`config.mk`:
```
export PLATFORM = sky130hd
export DESIGN_NAME = npu_mac_addertree_flat
export DESIGN_NICKNAME = d
export VERILOG_FILES = /design/src/rtl/npu_mac_addertree_if.sv /design/src/rtl/npu_mac_addertree.sv /design/src/flat_wrapper.sv
export SDC_FILE = /design/constraint.sdc
export NUM_CORES = 2
export LEC_CHECK = 0
export BUFFER_PORTS_ARGS = -buffer_cell sky130_fd_sc_hd__buf_4
export CORE_ASPECT_RATIO = 0.5
export CORE_MARGIN = 2
export CORE_UTILIZATION = 40
export DETAILED_ROUTE_END_ITERATION = 6
export MAX_ROUTING_LAYER = met4
export PLACE_DENSITY = 0.66
export RECOVER_POWER = 25
export SYNTH_ARGS = -nofsm -noshare
export SYNTH_HDL_FRONTEND = slang
export SYNTH_SLANG_ARGS = --single-unit
```
`constraint.sdc`:
```
create_clock -name clk -period 17.18 [get_ports clk]
set_input_delay 1.718 -clock clk [delete_from_list [all_inputs] [get_ports clk]]
set_output_delay 1.718 -clock clk [all_outputs]
set_load 0.02 [all_outputs]
```
`src/rtl/npu_mac_addertree_if.sv`:
```
// Operand/result bundle of one NPU processing-element MAC.
//   mcand_i     : 9 x signed int8 multiplicands, lane k = [8k+7:8k]
//   mplier_i    : 9 x signed int8 multipliers,   lane k = [8k+7:8k]
//   bias_i      : signed 16-bit bias, weight 2^0
//   in_valid_i  : operands valid this cycle
//   acc_first_i : first partial sum of a window (feedback forced to 0)
//   out_o       : signed 13-bit saturated result (registered)
//   out_valid_o : out_o updated this cycle
// master = operand source, slave = MAC core.
interface npu_mac_addertree_if;
  logic [71:0] mcand_i;
  logic [71:0] mplier_i;
  logic [15:0] bias_i;
  logic        in_valid_i;
  logic        acc_first_i;
  logic [12:0] out_o;
  logic        out_valid_o;

  modport master (
    output mcand_i, mplier_i, bias_i, in_valid_i, acc_first_i,
    input  out_o, out_valid_o
  );

  modport slave (
    input  mcand_i, mplier_i, bias_i, in_valid_i, acc_first_i,
    output out_o, out_valid_o
  );
endinterface

```
`src/rtl/npu_mac_addertree.sv`:
```
// 9-lane signed int8 multiply-accumulate core of one NPU processing element
// (3x3 convolution window).
//   stage 1 : sum of the 9 signed 8x8 products plus the 16-bit bias
//   stage 2 : adds the feedback term (previous clipped output << 6)
//   The 20-bit sum is saturated to a 13-bit signed activation taken from
//   sum bits [18:6] and registered (latency 1 clock).
// Ports:
//   clk   : rising-edge clock
//   reset : asynchronous, active-high reset
//   bus   : operand/result bundle (slave side), see npu_mac_addertree_if
module npu_mac_addertree (
  input logic                  clk,
  input logic                  reset,
  npu_mac_addertree_if.slave   bus
);

  localparam int LANES = 9;
  localparam int DW    = 8;
  localparam int OW    = 13;
  localparam int SW    = 20;

  logic [DW-1:0]   lane_a;
  logic [DW-1:0]   lane_b;
  logic [2*DW-1:0] lane_prod;
  logic [SW-1:0]   stage1_sum;
  logic [SW-1:0]   stage2_sum;
  logic [OW-1:0]   fb;
  logic [OW-1:0]   clipped;
  logic [OW-1:0]   out_q;
  logic            out_valid_q;

  // Stage 1: products and bias. Operands are sign-extended to 16 bits, so
  // the low 16 bits of the product are the exact signed result
  // (-128 * -128 = +16384 still fits).
  always_comb begin
    // NOTE: every variable gets a default first so no path leaves it
    // unassigned, which would otherwise infer a latch.
    lane_a     = '0;
    lane_b     = '0;
    lane_prod  = '0;
    // NOTE: blocking assignments here because the loop accumulates into
    // stage1_sum combinationally, one lane after another.
    stage1_sum = {{(SW-16){bus.bias_i[15]}}, bus.bias_i};
    for (int k = 0; k < LANES; k++) begin
      lane_a     = bus.mcand_i[k*DW +: DW];
      lane_b     = bus.mplier_i[k*DW +: DW];
      lane_prod  = {{DW{lane_a[DW-1]}}, lane_a} * {{DW{lane_b[DW-1]}}, lane_b};
      stage1_sum = stage1_sum + {{(SW-2*DW){lane_prod[2*DW-1]}}, lane_prod};
    end
  end

  // Stage 2: feedback is always the saturated registered output, aligned
  // to weight 2^6 so it lines up with the output LSB.
  assign fb         = bus.acc_first_i ? '0 : out_q;
  assign stage2_sum = stage1_sum + {fb[OW-1], fb, 6'b0};

  // The 20-bit sum cannot wrap, so bits [19:18] disagreeing means the
  // value lies outside the 13-bit output range after the >> 6.
  always_comb begin
    case (stage2_sum[SW-1:SW-2])
      2'b01:   clipped = 13'h0FFF;   // +4095
      2'b10:   clipped = 13'h1000;   // -4096
      default: clipped = stage2_sum[18:6];
    endcase
  end

  // NOTE: sequential state uses non-blocking assignments so every register
  // samples pre-edge values regardless of statement order.
  always_ff @(posedge clk or posedge reset) begin
    if (reset) begin
      out_q       <= '0;
      out_valid_q <= 1'b0;
    end else begin
      out_valid_q <= bus.in_valid_i;
      if (bus.in_valid_i) begin
        out_q <= clipped;
      end
    end
  end

  assign bus.out_o       = out_q;
  assign bus.out_valid_o = out_valid_q;

endmodule

```
`src/flat_wrapper.sv`:
```
// flat-port wrapper written by rule: the top's interface ports become plain ports
module npu_mac_addertree_flat 
  (clk, reset, bus_mcand_i, bus_mplier_i, bus_bias_i, bus_in_valid_i, bus_acc_first_i, bus_out_o, bus_out_valid_o);
  npu_mac_addertree_if bus_i ();
  input logic clk;
  input logic reset;
  input wire logic [$bits(bus_i.mcand_i)-1:0] bus_mcand_i;
  input wire logic [$bits(bus_i.mplier_i)-1:0] bus_mplier_i;
  input wire logic [$bits(bus_i.bias_i)-1:0] bus_bias_i;
  input wire logic [$bits(bus_i.in_valid_i)-1:0] bus_in_valid_i;
  input wire logic [$bits(bus_i.acc_first_i)-1:0] bus_acc_first_i;
  output wire logic [$bits(bus_i.out_o)-1:0] bus_out_o;
  output wire logic [$bits(bus_i.out_valid_o)-1:0] bus_out_valid_o;
  assign bus_i.mcand_i = bus_mcand_i;
  assign bus_i.mplier_i = bus_mplier_i;
  assign bus_i.bias_i = bus_bias_i;
  assign bus_i.in_valid_i = bus_in_valid_i;
  assign bus_i.acc_first_i = bus_acc_first_i;
  assign bus_out_o = bus_i.out_o;
  assign bus_out_valid_o = bus_i.out_valid_o;
  npu_mac_addertree u_core (.clk(clk), .reset(reset), .bus(bus_i));
endmodule
```
# Yosys cells after proc, flatten, opt, wreduce, memory -nomap -nowiden
# Cells that the tools add are included.
dict set report totals {
  word_cells 25
  input_bits 164
  regBits 14
  output_inout_bits 14
}
dict set report op_classes {
  eq_ne 2
  addsub 10
  multipliers 9
  muxes 2
}
# cell n
set ops {}
lappend ops {{$add 20x20->20} 9}
lappend ops {{$mul 8x8->16} 9}
lappend ops {{$pmux 13 s2} 1}
lappend ops {{$add 16x16->17} 1}
lappend ops {{$mux 13} 1}
lappend ops {{$eq 2x1->1 const B} 1}
lappend ops {{$eq 2x2->1 const B} 1}

# Depth between registers and ports, before layout
dict set report logic_depth {
  ltp_word 13
  mapped_depth 41
  ltp_nobuf 40
}

# Worst setup path after synthesis
# OpenSTA, ideal clock, no wires.
dict set report synth_path {
  path_kind {input-to-reg}
  startpoint {input bus_mplier_i[0]}
  endpoint {register u_core.out_q[8] (netlist: u_core.bus.out_o[8])}
  t_arrival_ns 11.033
  setup_slack_ns 6.057
  n_path_buf 1
  stages 32
  t_required_ns 17.090
  setup_time_ns 0.090
  path_cell_list {and2_1 > inv_1 > fa_1 > inv_1 > fa_1 > fa_1 > fa_1 > fa_1 > ha_1 > o21a_1 > o21ai_1 > a21oi_1 > and4_1 > a2111oi_2 > a21oi_1 > xnor2_1 > fa_1 > fa_1 > fa_1 > fa_1 > fa_1 > ha_1 > o2111ai_1 > o21ai_2 > a2111o_1 > nand4_2 > xnor2_1 > ha_1 > nor2b_1 > buf_1 > nand2_1 > o221ai_1}
}
dict set report synth_between {
  elab_chain_len 13
  elab_cells_between_ends 14
  classes_between {10 x add/sub; 1 x mul; 2 x eq/ne; 1 x mux}
}
# element line
set synth_lines {}
lappend synth_lines {{start: declaration} flat_wrapper.sv:8} ;# input wire logic [$bits(bus_i.mplier_i)-1:0] bus_mplier_i;
lappend synth_lines {{$mul 8x8->16 *} npu_mac_addertree.sv:47} ;# lane_prod = {{DW{lane_a[DW-1]}}, lane_a} * {{DW{lane_b[DW-1]}}, lane_b};
lappend synth_lines {{$add 16x16->17 *} npu_mac_addertree.sv:48} ;# stage1_sum = stage1_sum + {{(SW-2*DW){lane_prod[2*DW-1]}}, lane_prod};
lappend synth_lines {{$add 20x20->20 * (8 in series)} npu_mac_addertree.sv:48}
lappend synth_lines {{$add 20x20->20 *} npu_mac_addertree.sv:55} ;# assign stage2_sum = stage1_sum + {fb[OW-1], fb, 6'b0};
lappend synth_lines {{$eq 2x2->1 or $eq 2x1->1 (tied branches)} npu_mac_addertree.sv:60} ;# case (stage2_sum[SW-1:SW-2])
lappend synth_lines {{$pmux 13 s2 *} npu_mac_addertree.sv:60}
lappend synth_lines {{end signal: assignment} npu_mac_addertree.sv:76} ;# out_q <= clipped;
lappend synth_lines {{end: declaration} npu_mac_addertree.sv:29} ;# logic [OW-1:0] out_q;
# Every way passes the cells marked *; elsewhere a longest branch is shown, timed or not.
# A chain may end at the register's enable or synchronous reset.

# Worst setup path in the final report
dict set report layout_path {
  startpoint {input bus_mplier_i[0]}
  endpoint {register u_core.out_q[5] (netlist: u_core.bus.out_o[5])}
}
# Same word-level chain as after synthesis.

==> results by group <==
Worst setup path
  – Critical Path RT: between 15,000 and 20,000 ps
  – CP Max Fanout: 11
  – Setup crit start kind: primary input
  – Worst path bufs/invs: 3
  – Kind of critical path: primary input to register
  – CP delay by family, top: adder cells
  – WP data arrival: roughly 12,000 ps
  – Crit path top cell by count: fa_1
  – Crit. End Element: register
  – CP max stage delay: around 570 ps
  – Crit path max-delay cell type: fa_1

Routing
  – DRC viols: 0
  – DR WL/cell: around 15 um
  – DRT Pass-1 Iters: 5
  – DRT iter0 DRCs: between 600 and 700
  – Mean number of vias per cell: 4.69
  – DRT Wirelength: slightly below 60 mm
  – Final ANT Viol Nets: 0
  – Via count: 18.6k

Clocking
  – TritonCTS clock tree: built
  – TritonCTS Sinks: 14
  – Post-CTS Resized: 0
  – Longest Clk Path Bufs: 2
  – CTS buffer count: 3
  – Hold Buf Count CTS: 0
  – Reg clk slew, reported paths: 50 ps
  – Clock root cell: clkbuf_16
  – Worst-skew pair later-pin latency: between 200 and 250 ps
  – H-Tree Level Count: 1
  – Setup bufs post-CTS: 0

Floorplan
  – Die area: about 70,000 um2
  – Chip Width: 371 um
  – Starting density of the core: roughly 40%
  – Die height: 187 um
  – Num ports: approximately 180
  – Core ar.: between 60,000 and 70,000 um2
  – Row cnt: between 60 and 70

GRT
  – Pin count of the biggest net entering global routing: 25
  – First-pass GRT wire length: roughly 100 mm
  – All-Layer GR Usage: about a fifth
  – Initial antenna violation count: 0
  – GRT Residual Overflow: 0
  – Vias in the first global route: between 20k and 25k

STA
  – Fin Clk Skew: between 7 and 8 ps
  – Final setup fails: 0
  – Slew headroom: a little under a third
  – Max Slew Vio Count: 0
  – Hold WS: approximately 570 ps
  – Fin Setup TNS: 0 ps
  – Fmax: roughly 82 MHz
  – Final Cycle Share: a little over two thirds
  – Final Hold Viols: 0
  – Post-layout minimum cycle time: ~12,000 ps
  – Worst-Margin Slew: about 1000 ps
  – Unrepaired setup endpoints after global routing: no

Layout
  – # fillers: between 6k and 7k
  – Register area: between 300 and 400 um2
  – Share of post-route cells with drive strength above 1: between 6 and 7%
  – Area of the multi-input gates: about 23,000 um2
  – Antenna cells: 0
  – Final Core Density: 44.0%
  – Nets: 4,178
  – Layout area overhead: 9.25%

Logic synthesis
  – FF+latch count, synth: 14
  – Area contributors post-synth: fa_1 (48%), ha_1 (14%), inv_1 (12%), and2_1 (7.8%), xnor2_1 (3.9%)
  – Gate Count Post-Synth: roughly 2.9k
  – Netlist cell types: ~60
  – Post-synth top area share: approximately 48%
  – Yosys top cell by area: fa_1
  – Synthesis Warnings: 0
  – Asr flop ratio synth: 100%
  – Syn_nets: ~4k
  – Avg Cell Area, Syn: ~9.3 um2
  – Top_reg_cell synth: dfrtp_1
  – EDFF count, synth: 0
  – Register area share after synthesis: 1.30%
  – Cell Area, Synth: 26,900 um2

Job
  – Max-cap violations: 0

Place
  – Port bufs: 177
  – Dpl hpwl: about 55 mm
  – RePlAce Congestion: approximately 0.9

Run status
  – Outcome: complete, no violations

Worst hold path
  – Worst Hold Class: register to register
Yosys cell counts, types with 3 or more instances:
library cell,instances
nor4b_1,4
nor2_1,64
fa_1,649
and3_1,3
o21a_1,9
nand3_1,7
o221ai_1,4
inv_1,848
a31oi_1,5
a21o_1,34
o41ai_1,4
xor2_1,50
a21oi_1,79
nor2b_1,18
dfrtp_1,14
xnor2_1,121
o21bai_1,15
o21ai_0,34
nand2b_1,50
ha_1,294
or3_1,7
o21ai_1,3
and2_1,337
nand2_1,186
nand4_1,4
clkbuf_1,7
nor3_1,7
stage by stage:
step	setup WS [ps]	cell area, um2	instances
after floorplan	6060	26900	2897
after global placement	5080	29400	3963
after detailed placement	4810	29400	3963
after CTS	5040	29400	3966
after global routing	4440	29400	3966
final	5050	29400	3966
state kept, by name, indices dropped and copies added (netlist names):
signal                  count
u_core.bus.out_valid_o      1
u_core.bus.out_o           13
layout by cell type (no fill, tap or decap), types with 9 or more instances in the layout:
| cell | n |
|---|---|
| xor2_1 | 50 |
| buf_4 | 175 |
| dfrtp_1 | 14 |
| o21a_1 | 9 |
| nand2_1 | 186 |
| nor2b_1 | 18 |
| xnor2_1 | 121 |
| nor2_1 | 64 |
| fa_1 | 649 |
| inv_1 | 848 |
| and2_1 | 337 |
| ha_1 | 294 |
| o21bai_1 | 15 |
| nand2b_1 | 50 |
| a21o_1 | 34 |
| o21ai_0 | 34 |
| a21oi_1 | 79 |
worst reg2reg max path: stages (launching register included):
cell	delay, ps
dfrtp_1	400
nor2b_1	170
fa_1	540
fa_1	520
inv_1	50
fa_1	530
inv_1	50
fa_1	500
inv_1	60
fa_1	470
inv_1	40
ha_1	330
nand2_1	70
or3_4	350
a31oi_4	250
a41oi_4	190
o21ai_2	250
a2111o_1	180
nand4_2	130
xnor2_1	160
ha_1	470
nor2b_1	570
nand2_1	210
o221ai_1	160
layer usage:
metal  global-route usage, %  vias to the layer above  share of wire, %
met3                    1.41                       67               3.7
met5                       -                        -                 0
met4                    2.88                        0               1.7
met2                    33.0                      285                52
li1                        -                     8842                 -
met1                    23.9                     9416                43
area by class of cell:
class / instances / share of cell area, %
well taps: 897 / 3.81
clock buffers: 3 / 0.255
inverters: 848 / 10.8
multi-input cells: 2027 / 79.4
repair buffers: 177 / 4.50
flip-flops and latches: 14 / 1.19
worst paths after layout:
kind                                                  from                                to  slack, ps  cells after the start
min                        u_core.bus.out_o[1]$_DFFE_PP0P_   u_core.bus.out_o[1]$_DFFE_PP0P_        570                      2
max                                        bus_mplier_i[0]   u_core.bus.out_o[5]$_DFFE_PP0P_       5050                     32
max reg2reg                u_core.bus.out_o[0]$_DFFE_PP0P_   u_core.bus.out_o[5]$_DFFE_PP0P_      10400                     23
min in group asynchronous                            reset  u_core.bus.out_valid_o$_DFF_PP0_       1550                      2
min reg2reg                u_core.bus.out_o[1]$_DFFE_PP0P_   u_core.bus.out_o[1]$_DFFE_PP0P_        570                      2
max in group asynchronous                            reset   u_core.bus.out_o[6]$_DFFE_PP0P_      15210                      2
kinds of logic (layout without fill, tap and decap cells):
group	Yosys count	after routing	synth area share, %
adders and majority gates	943	943	61.9
xor gates and xnor gates	171	171	5.56
DFF	14	14	1.30
AOI/OAI and AO/OA	212	212	5.15
and+or+nand+nor	700	700	14.1
buffers and inverters	856	1028	11.9
muxes	1	1	0.0372
Power is not shown: default switching activity piles up to over one toggle a cycle in this logic, so the estimate is an artifact.
